==> src/rtl/dcache_read_ctrl_if.sv <==
// Bundles the CPU, cache-storage and main-memory signals of the read-miss controller.
// slave = controller side, master = CPU/storage/memory side.
interface dcache_read_ctrl_if #(
  parameter int ADDR_W  = 15,
  parameter int INDEX_W = 12,
  parameter int DATA_W  = 32,
  parameter int CNT_W   = 16
);
  logic                      cpu_req;
  logic [ADDR_W-1:0]         cpu_addr;
  logic                      cpu_ready;
  logic [DATA_W-1:0]         cpu_rdata;
  logic                      busy;
  logic [ADDR_W-1:0]         cache_addr;
  logic                      cache_write;
  logic [DATA_W-1:0]         cache_wdata;
  logic                      cache_valid;
  logic [ADDR_W-INDEX_W-1:0] cache_tag;
  logic [DATA_W-1:0]         cache_rdata;
  logic                      mem_req;
  logic [ADDR_W-1:0]         mem_addr;
  logic                      mem_ack;
  logic [DATA_W-1:0]         mem_rdata;
  logic [CNT_W-1:0]          access_count;
  logic [CNT_W-1:0]          hit_count;

  modport slave (
    input  cpu_req, cpu_addr, cache_valid, cache_tag, cache_rdata, mem_ack, mem_rdata,
    output cpu_ready, cpu_rdata, busy, cache_addr, cache_write, cache_wdata,
           mem_req, mem_addr, access_count, hit_count
  );

  modport master (
    output cpu_req, cpu_addr, cache_valid, cache_tag, cache_rdata, mem_ack, mem_rdata,
    input  cpu_ready, cpu_rdata, busy, cache_addr, cache_write, cache_wdata,
           mem_req, mem_addr, access_count, hit_count
  );
endinterface

==> src/rtl/dcache_read_ctrl.sv <==
// Direct-mapped cache read controller: tag lookup, miss fetch over req/ack, line fill, response.
// Hit answers 2 cycles after acceptance, miss 4 + memory wait cycles; requests outside IDLE are dropped.
module dcache_read_ctrl #(
  parameter int ADDR_W  = 15,
  parameter int INDEX_W = 12,
  parameter int DATA_W  = 32,
  parameter int CNT_W   = 16
) (
  input logic             clk,
  input logic             rst,
  dcache_read_ctrl_if.slave bus
);
  typedef enum logic [2:0] {IDLE, LOOKUP, MISS_WAIT, FILL, RESPOND} state_t;

  state_t              state;
  logic [ADDR_W-1:0]   addr_q;
  logic [DATA_W-1:0]   data_q;
  logic [DATA_W-1:0]   rdata_q;
  logic [CNT_W-1:0]    access_q;
  logic [CNT_W-1:0]    hit_q;
  logic                ready_q;
  logic                busy_q;
  logic                mem_req_q;
  logic                write_q;
  logic                hit;

  assign hit = bus.cache_valid && (bus.cache_tag == addr_q[ADDR_W-1:INDEX_W]);

  // Output flops are set on the transition into their state, so they equal a decode of the state register.
  always_ff @(posedge clk or posedge rst) begin
    if (rst) begin
      state     <= IDLE;
      addr_q    <= '0;
      data_q    <= '0;
      rdata_q   <= '0;
      access_q  <= '0;
      hit_q     <= '0;
      ready_q   <= 1'b0;
      busy_q    <= 1'b0;
      mem_req_q <= 1'b0;
      write_q   <= 1'b0;
    end else begin
      ready_q <= 1'b0;
      write_q <= 1'b0;
      case (state)
        IDLE: begin
          if (bus.cpu_req) begin
            addr_q <= bus.cpu_addr;
            busy_q <= 1'b1;
            state  <= LOOKUP;
          end
        end
        LOOKUP: begin
          if (access_q != '1) access_q <= access_q + CNT_W'(1);
          if (hit) begin
            if (hit_q != '1) hit_q <= hit_q + CNT_W'(1);
            data_q  <= bus.cache_rdata;
            rdata_q <= bus.cache_rdata;
            ready_q <= 1'b1;
            state   <= RESPOND;
          end else begin
            mem_req_q <= 1'b1;
            state     <= MISS_WAIT;
          end
        end
        MISS_WAIT: begin
          if (bus.mem_ack) begin
            data_q    <= bus.mem_rdata;
            mem_req_q <= 1'b0;
            write_q   <= 1'b1;
            state     <= FILL;
          end
        end
        FILL: begin
          rdata_q <= data_q;
          ready_q <= 1'b1;
          state   <= RESPOND;
        end
        RESPOND: begin
          busy_q <= 1'b0;
          state  <= IDLE;
        end
        default: begin
          busy_q    <= 1'b0;
          mem_req_q <= 1'b0;
          state     <= IDLE;
        end
      endcase
    end
  end

  assign bus.cpu_ready    = ready_q;
  assign bus.cpu_rdata    = rdata_q;
  assign bus.busy         = busy_q;
  assign bus.cache_addr   = addr_q;
  assign bus.cache_write  = write_q;
  assign bus.cache_wdata  = data_q;
  assign bus.mem_req      = mem_req_q;
  assign bus.mem_addr     = addr_q;
  assign bus.access_count = access_q;
  assign bus.hit_count    = hit_q;
endmodule

==> src/flat_wrapper.sv <==
// flat-port wrapper written by rule: the top's interface ports become plain ports
module dcache_read_ctrl_flat 
#(
  parameter int ADDR_W  = 15,
  parameter int INDEX_W = 12,
  parameter int DATA_W  = 32,
  parameter int CNT_W   = 16
)
  (clk, rst, bus_cpu_req, bus_cpu_addr, bus_cache_valid, bus_cache_tag, bus_cache_rdata, bus_mem_ack, bus_mem_rdata, bus_cpu_ready, bus_cpu_rdata, bus_busy, bus_cache_addr, bus_cache_write, bus_cache_wdata, bus_mem_req, bus_mem_addr, bus_access_count, bus_hit_count);
  dcache_read_ctrl_if #(.ADDR_W(ADDR_W), .INDEX_W(INDEX_W), .DATA_W(DATA_W), .CNT_W(CNT_W)) bus_i ();
  input logic clk;
  input logic rst;
  input wire logic [$bits(bus_i.cpu_req)-1:0] bus_cpu_req;
  input wire logic [$bits(bus_i.cpu_addr)-1:0] bus_cpu_addr;
  input wire logic [$bits(bus_i.cache_valid)-1:0] bus_cache_valid;
  input wire logic [$bits(bus_i.cache_tag)-1:0] bus_cache_tag;
  input wire logic [$bits(bus_i.cache_rdata)-1:0] bus_cache_rdata;
  input wire logic [$bits(bus_i.mem_ack)-1:0] bus_mem_ack;
  input wire logic [$bits(bus_i.mem_rdata)-1:0] bus_mem_rdata;
  output wire logic [$bits(bus_i.cpu_ready)-1:0] bus_cpu_ready;
  output wire logic [$bits(bus_i.cpu_rdata)-1:0] bus_cpu_rdata;
  output wire logic [$bits(bus_i.busy)-1:0] bus_busy;
  output wire logic [$bits(bus_i.cache_addr)-1:0] bus_cache_addr;
  output wire logic [$bits(bus_i.cache_write)-1:0] bus_cache_write;
  output wire logic [$bits(bus_i.cache_wdata)-1:0] bus_cache_wdata;
  output wire logic [$bits(bus_i.mem_req)-1:0] bus_mem_req;
  output wire logic [$bits(bus_i.mem_addr)-1:0] bus_mem_addr;
  output wire logic [$bits(bus_i.access_count)-1:0] bus_access_count;
  output wire logic [$bits(bus_i.hit_count)-1:0] bus_hit_count;
  assign bus_i.cpu_req = bus_cpu_req;
  assign bus_i.cpu_addr = bus_cpu_addr;
  assign bus_i.cache_valid = bus_cache_valid;
  assign bus_i.cache_tag = bus_cache_tag;
  assign bus_i.cache_rdata = bus_cache_rdata;
  assign bus_i.mem_ack = bus_mem_ack;
  assign bus_i.mem_rdata = bus_mem_rdata;
  assign bus_cpu_ready = bus_i.cpu_ready;
  assign bus_cpu_rdata = bus_i.cpu_rdata;
  assign bus_busy = bus_i.busy;
  assign bus_cache_addr = bus_i.cache_addr;
  assign bus_cache_write = bus_i.cache_write;
  assign bus_cache_wdata = bus_i.cache_wdata;
  assign bus_mem_req = bus_i.mem_req;
  assign bus_mem_addr = bus_i.mem_addr;
  assign bus_access_count = bus_i.access_count;
  assign bus_hit_count = bus_i.hit_count;
  dcache_read_ctrl #(.ADDR_W(ADDR_W), .INDEX_W(INDEX_W), .DATA_W(DATA_W), .CNT_W(CNT_W)) u_core (.clk(clk), .rst(rst), .bus(bus_i));
endmodule
==> config.mk <==
export PLATFORM = sky130hd
export DESIGN_NAME = dcache_read_ctrl_flat
export DESIGN_NICKNAME = d
export VERILOG_FILES = /design/src/rtl/dcache_read_ctrl_if.sv /design/src/rtl/dcache_read_ctrl.sv /design/src/flat_wrapper.sv
export SDC_FILE = /design/constraint.sdc
export NUM_CORES = 1
export LEC_CHECK = 0
export CORE_ASPECT_RATIO = 1.4
export CORE_MARGIN = 3
export CORE_UTILIZATION = 40
export CTS_BUF_LIST = sky130_fd_sc_hd__clkbuf_16
export DETAILED_ROUTE_END_ITERATION = 10
export GPL_TIMING_DRIVEN = 0
export MAX_ROUTING_LAYER = met4
export PLACE_DENSITY_LB_ADDON = 0.2
export SYNTH_ARGS = -nofsm -noshare
export SYNTH_HDL_FRONTEND = slang
export SYNTH_SLANG_ARGS = --single-unit
==> constraint.sdc <==
create_clock -name clk -period 3.84 [get_ports clk]
set_input_delay 0.96 -clock clk [delete_from_list [all_inputs] [get_ports clk]]
set_output_delay 0.96 -clock clk [all_outputs]
set_load 0.02 [all_outputs]
* After elaboration in Yosys (flattened, before gate mapping) *
Cells that the tools add are included.

storage, ports and cells
  register bits after elaboration = 118
  input bits = 87
  output and inout port bits = 130
  word-level logic and storage cells = 56

cells by class
  add/sub/neg operators = 2
  eq/ne operators = 11
  mux-type cells = 17
  bitwise logic cells = 2
  reduce and logical (&&, ||, !) cells = 14

operators with widths
  cell                                                              count
  32-bit one-hot mux with 2 select lines                            2
  32-bit two-way mux                                                2
  16-bit by 1-bit adder with 16-bit output (second input constant)  2
  16-bit != test (second input constant)                            2
  3-bit one-hot mux with 4 select lines                             1
  2-bit AND reduction                                               5
  3-bit two-way mux                                                 3
  3-bit AND reduction                                               3
  3-bit by 2-bit == test with 1-bit output (second input constant)  2
  1-bit two-way mux                                                 6
  2-bit != test (second input constant)                             3
  3-bit OR reduction                                                2
  1-bit one-hot mux with 2 select lines                             2
  2-bit nonzero test                                                2
  3-bit by 1-bit == test with 1-bit output (second input constant)  1
  3-bit == test                                                     1
  3-bit == test (second input constant)                             1
  3-bit logical NOT                                                 1
  1-bit one-hot mux with 3 select lines                             1
  2-bit by 1-bit != test with 1-bit output (second input constant)  1
  1-bit NOT                                                         2
  1-bit logical AND                                                 1

* Longest topological paths before layout *
  word-level depth = 4
  mapped depth = 5
  gate-level depth less buffers = 5

* Worst setup path before layout *
No wires, ideal clock.

  path type = input to register
  start point = input port bus_cache_valid
  end point = register u_core.data_q[11] (netlist: u_core.bus.cache_wdata[11])
  setup time = 0.125 ns
  data arrival time = 2.157 ns
  required time = 3.715 ns
  slack = 1.558 ns
  stages = 5
  buffers on the path = 1
  path through = and4bb_1 nand4_2 a21boi_2 buf_2 mux2_2

between the ends
  cells in the longest elaborated chain, start to end = 3

ends and longest elaborated chain
  element                                                    RTL line                text
  start, declared                                            flat_wrapper.sv:15      input wire logic [$bits(bus_i.cache_valid)-1:0] bus_cache_valid;
  1-bit logical AND                                          dcache_read_ctrl.sv:27  assign hit = bus.cache_valid && (bus.cache_tag == addr_q[ADDR_W-1:INDEX_W]);
  2-bit by 1-bit != test with 1-bit output (no source line)  --
  3-bit AND reduction (no source line)                       --
  end signal, assigned                                       dcache_read_ctrl.sv:57  data_q <= bus.cache_rdata;
  end signal, assigned                                       dcache_read_ctrl.sv:68  data_q <= bus.mem_rdata;
  end, declared                                              dcache_read_ctrl.sv:17  logic [DATA_W-1:0] data_q;

Every way passes these cells.
A chain may end at the register's enable or synchronous reset.

* Worst setup path in the final report *
  start point = input port bus_cache_tag[0]
  end point = register u_core.rdata_q[20] (netlist: u_core.bus.cpu_rdata[20])

between the ends
  cells in the longest elaborated chain, start to end = 4

ends and longest elaborated chain
  element                                                    RTL line                text
  start, declared                                            flat_wrapper.sv:16      input wire logic [$bits(bus_i.cache_tag)-1:0] bus_cache_tag;
  3-bit == test                                              dcache_read_ctrl.sv:27
  1-bit logical AND                                          dcache_read_ctrl.sv:27
  2-bit by 1-bit != test with 1-bit output (no source line)  --
  2-bit AND reduction (no source line)                       --
  end signal, assigned                                       dcache_read_ctrl.sv:58  rdata_q <= bus.cache_rdata;
  end signal, assigned                                       dcache_read_ctrl.sv:75  rdata_q <= data_q;
  end, declared                                              dcache_read_ctrl.sv:18  logic [DATA_W-1:0] rdata_q;

Every way passes these cells.

==> metrics.md <==
| Metric | Value |
|---|---|
| Status | completed |
| Hold Crit Start | u_core.bus.busy |
| Hpwl dp | 11550 microns |
| WL/cell | 17.72 microns |
| Achievable Freq | 0.3631 GHz |
| Synth async-reset ratio | 100.0% |
| Crit path arrival time | 3.04 ns |
| Final WL | 15380 microns |
| Avg Cell Area, Syn | 13.38 sq um |
| Maxcap violations | 0 |
| Via-per-instance ratio | 5.025 |
| Root Driver | clkbuf_16 |
| # DRC | 0 |
| Reg power frac | 29.3% |
| Worst Path Buf+Inv | 2 |
| DRT Pass-1 Iters | 4 |
| Top-area cell type share of the netlist area | 51.10% |
| Worst Hold Endpoint | u_core.bus.busy |
| R2r endpoint | u_core.bus.cache_wdata[27] |
| Post-CTS Hold Fix Bufs | 0 |
| Max stage delay on crit path | 0.42 ns |
| Clk sinks | 118 |
| I/O pin cnt | 217 |
| IO Port Bufs | 216 |
| DR iter-0 viols | 89 |
| Global-route wire length before repair | 24640 microns |
| Core area | 0.01404 sq mm |
| Share of layout cells above drive strength 1 | 31.04% |
| Initial antenna violation count | 0 |
| Vias in the first global route | 4738 |
| Fin area | 0.008848 sq mm |
| Sequential cell area fraction in the yosys report | 51.10% |
| Sw Ratio | 34.75% |
| Most frequent cells in the layout | clkdlybuf4s50_1 (216), mux2_2 (143), dfrtp_1 (118) |
| Worst-Skew Late Latency | 0.41 ns |
| Post-route setup slack | 1.086 ns |
| Area of the die | 0.01594 sq mm |
| Minimum clock period | 2.754 ns |
| Setup bufs post-CTS | 0 |
| # resized after CTS | 0 |
| Worst-path fanout max | 10 |
| Syn nets | 521 |
| Final Cycle Share | 71.71% |
| Grt total ovfl | 0 |
| PD cells | 820.0 mW/mm^2 |
| Post-route ant nets | 0 |
| Main flop type after synthesis | dfrtp_1 |
| Final setup violation count | 0 |
| Slowest CP cell | clkdlybuf4s50_1 |
| CP Class | in -> reg |
| R2R Path Start | u_core.state[2] |
| Slew headroom | 42.97% |
| Cells after synthesis | 432 |
| Power Internal | 4.734 mW |
| Core Rows | 51 |
| Netlist cell types | 46 |
| # diodes | 0 |
| Pre-CTS setup slack | 0.6047 ns |
| Ys Warns | 0 |
| Vias | 4362 |
| CP endpoint kind | register |
| Pleak | 3.714 nW |
| Most common cell after layout, fill and taps aside | clkdlybuf4s50_1 |
| Peak supply drop | 0.4093 mV |
| Post-Syn Area | 0.005778 sq mm |
| Sw power | 2.522 mW |
| Min-delay worst type | reg -> reg |
| Reg2reg setup slack | 1.60 ns |
| Combinational Power Share | 48.0% |
| CP Cell Sequence | clkdlybuf4s50_1 -> xnor2_1 -> nand4_2 -> nand2_1 -> buf_2 -> mux2_2 |
| Final Slew Violations | 0 |
| TritonCTS clock tree | done |
| Clk pin slew, worst setup/hold paths | 0.05 ns |
| Die width | 107.6 microns |
| Final hold violation count | 0 |
| Startpoint Class | input pin |
| Fill count | 1129 |
| Clock skew | 0.01094 ns |
| Placed Area | 0.008235 sq mm |
| Fin util | 63.03% |
| Hold path depth | 1 |
| CP required | 4.13 ns |
| Worst R2R Path Depth | 5 |
| Pin count of the biggest net entering global routing | 42 |
| Area growth syn-to-layout | 53.14% |
| Seq cells post-synth | 118 |
| GP Congestion | 0.8059 |
| Setup TNS | 0 ns |
| Unrepaired setup endpoints after global routing | false |
| Clk pwr share | 22.6% |
| Area leader, netlist | dfrtp_1 |
| Post-synth EDFFs | 0 |
| Area contributors post-synth | dfrtp_1 (51%), mux2_2 (28%), xnor2_1 (2.4%), xor2_1 (2.4%), buf_4 (2.1%) |
| Top delay family on crit path | buffers and inverters |
| Effective utilization at floorplan | 41.16% |
| Worst slew pin tran | 0.8533 ns |
| H-Tree Level Count | 4 |
| DIE HEIGHT | 148.2 microns |
| Num CTS Buffers | 17 |
| Fin nets | 759 |
| Total GRT Usage | 20.27% |
| Clock Path Buffers | 2 |
Yosys cell counts (5+ instances only):
cell / instances
nand2_1: 14
xor2_1: 16
buf_4: 16
a211oi_1: 6
buf_2: 9
nand4_1: 6
mux2_2: 143
nand3_1: 10
xnor2_1: 16
o21ai_0: 5
inv_1: 7
clkbuf_1: 6
dfrtp_1: 118
how the worst max path moves through the flow:
stage,startpoint,end,slack (ns),cells past startpoint
floorplan,rst,u_core.bus.access_count[0],1.44,1
global placement,rst,u_core.bus.cpu_rdata[16],0.24,2
finish,bus_cache_tag[0],u_core.bus.cpu_rdata[20],1.09,6
detailed placement,bus_cache_tag[0],u_core.bus.cpu_rdata[10],0.60,6
CTS,bus_cache_tag[0],u_core.bus.cpu_rdata[10],1.04,6
global route,bus_cache_tag[1],u_core.bus.cpu_rdata[12],0.93,6
logic make-up (layout without fill, tap and decap cells):
logic type                 Yosys count  after routing  share of synthesized area, %
muxes                              145            145                         28.26
DFF                                118            118                         51.10
and+or+nand+nor                     69             69                         7.730
buffers and inverters               40            291                         3.963
xor gates and xnor gates            32             32                         4.850
AOI/OAI and AO/OA                   26             26                         3.659
adders and majority gates            2              2                        0.4330
routing by layer:
layer	up-vias	global-route usage (%)	wire [microns]
met5	-	-	0
met4	0	6.696	242
met3	20	5.254	942
met2	157	35.43	8206
met1	2164	22.37	5987
li1	2021	-	-
final cells by class:
type	count	area, sq um	share of cell area, %
repair buffers	219	2222	25.11
plain buffers	33	202.7	2.291
clock inverters	15	187.7	2.121
clock buffers	17	425.4	4.808
multi-input cells	274	2596	29.34
inverters	7	30.03	0.3394
flip-flops and latches	118	2953	33.37
well taps	185	231.5	2.616
power by group through the flow:
| stage | Combinational, mW | Clock (mW) | Sequential (mW) |
|---|---|---|---|
| final | 3.49 | 1.64 | 2.13 |
| after global routing | 3.70 | 1.73 | 2.20 |
| after floorplan | 1.39 | 0 | 2.68 |
| after global placement | 3.47 | 0 | 2.11 |
| after CTS | 3.55 | 1.68 | 2.13 |
| after detailed placement | 3.53 | 0 | 2.15 |
worst reg2reg max path: stages, from the launching register on:
cell and delay [ns]:
dfrtp_1 0.44, nor3b_1 0.21, buf_2 0.26, clkbuf_1 0.54
mux2_2 0.41, mux2_2 0.26
through the flow:
| stage | hold slack, ns | instances | total power [mW] |
|---|---|---|---|
| 6_report | 0.4846 | 868 | 7.256 |
| 5_1_grt | 0.5118 | 868 | 7.636 |
| 4_1_cts | 0.4907 | 868 | 7.357 |
| 3_5_place_dp | 0.4784 | 836 | 5.682 |
| 3_3_place_gp | 0.4756 | 833 | 5.582 |
| 2_1_floorplan | 0.5372 | 432 | 4.069 |
flip-flops by register name, indices dropped and copies added (netlist names):
signal and cells:
u_core.bus.mem_req 1, u_core.bus.hit_count 16, u_core.bus.cpu_rdata 32, u_core.bus.cache_wdata 32, u_core.bus.cache_addr 15, u_core.bus.cache_write 1, u_core.bus.busy 1, u_core.bus.access_count 16
u_core.state 3, u_core.bus.cpu_ready 1
Note: power is estimated with default switching activity, not from simulation.
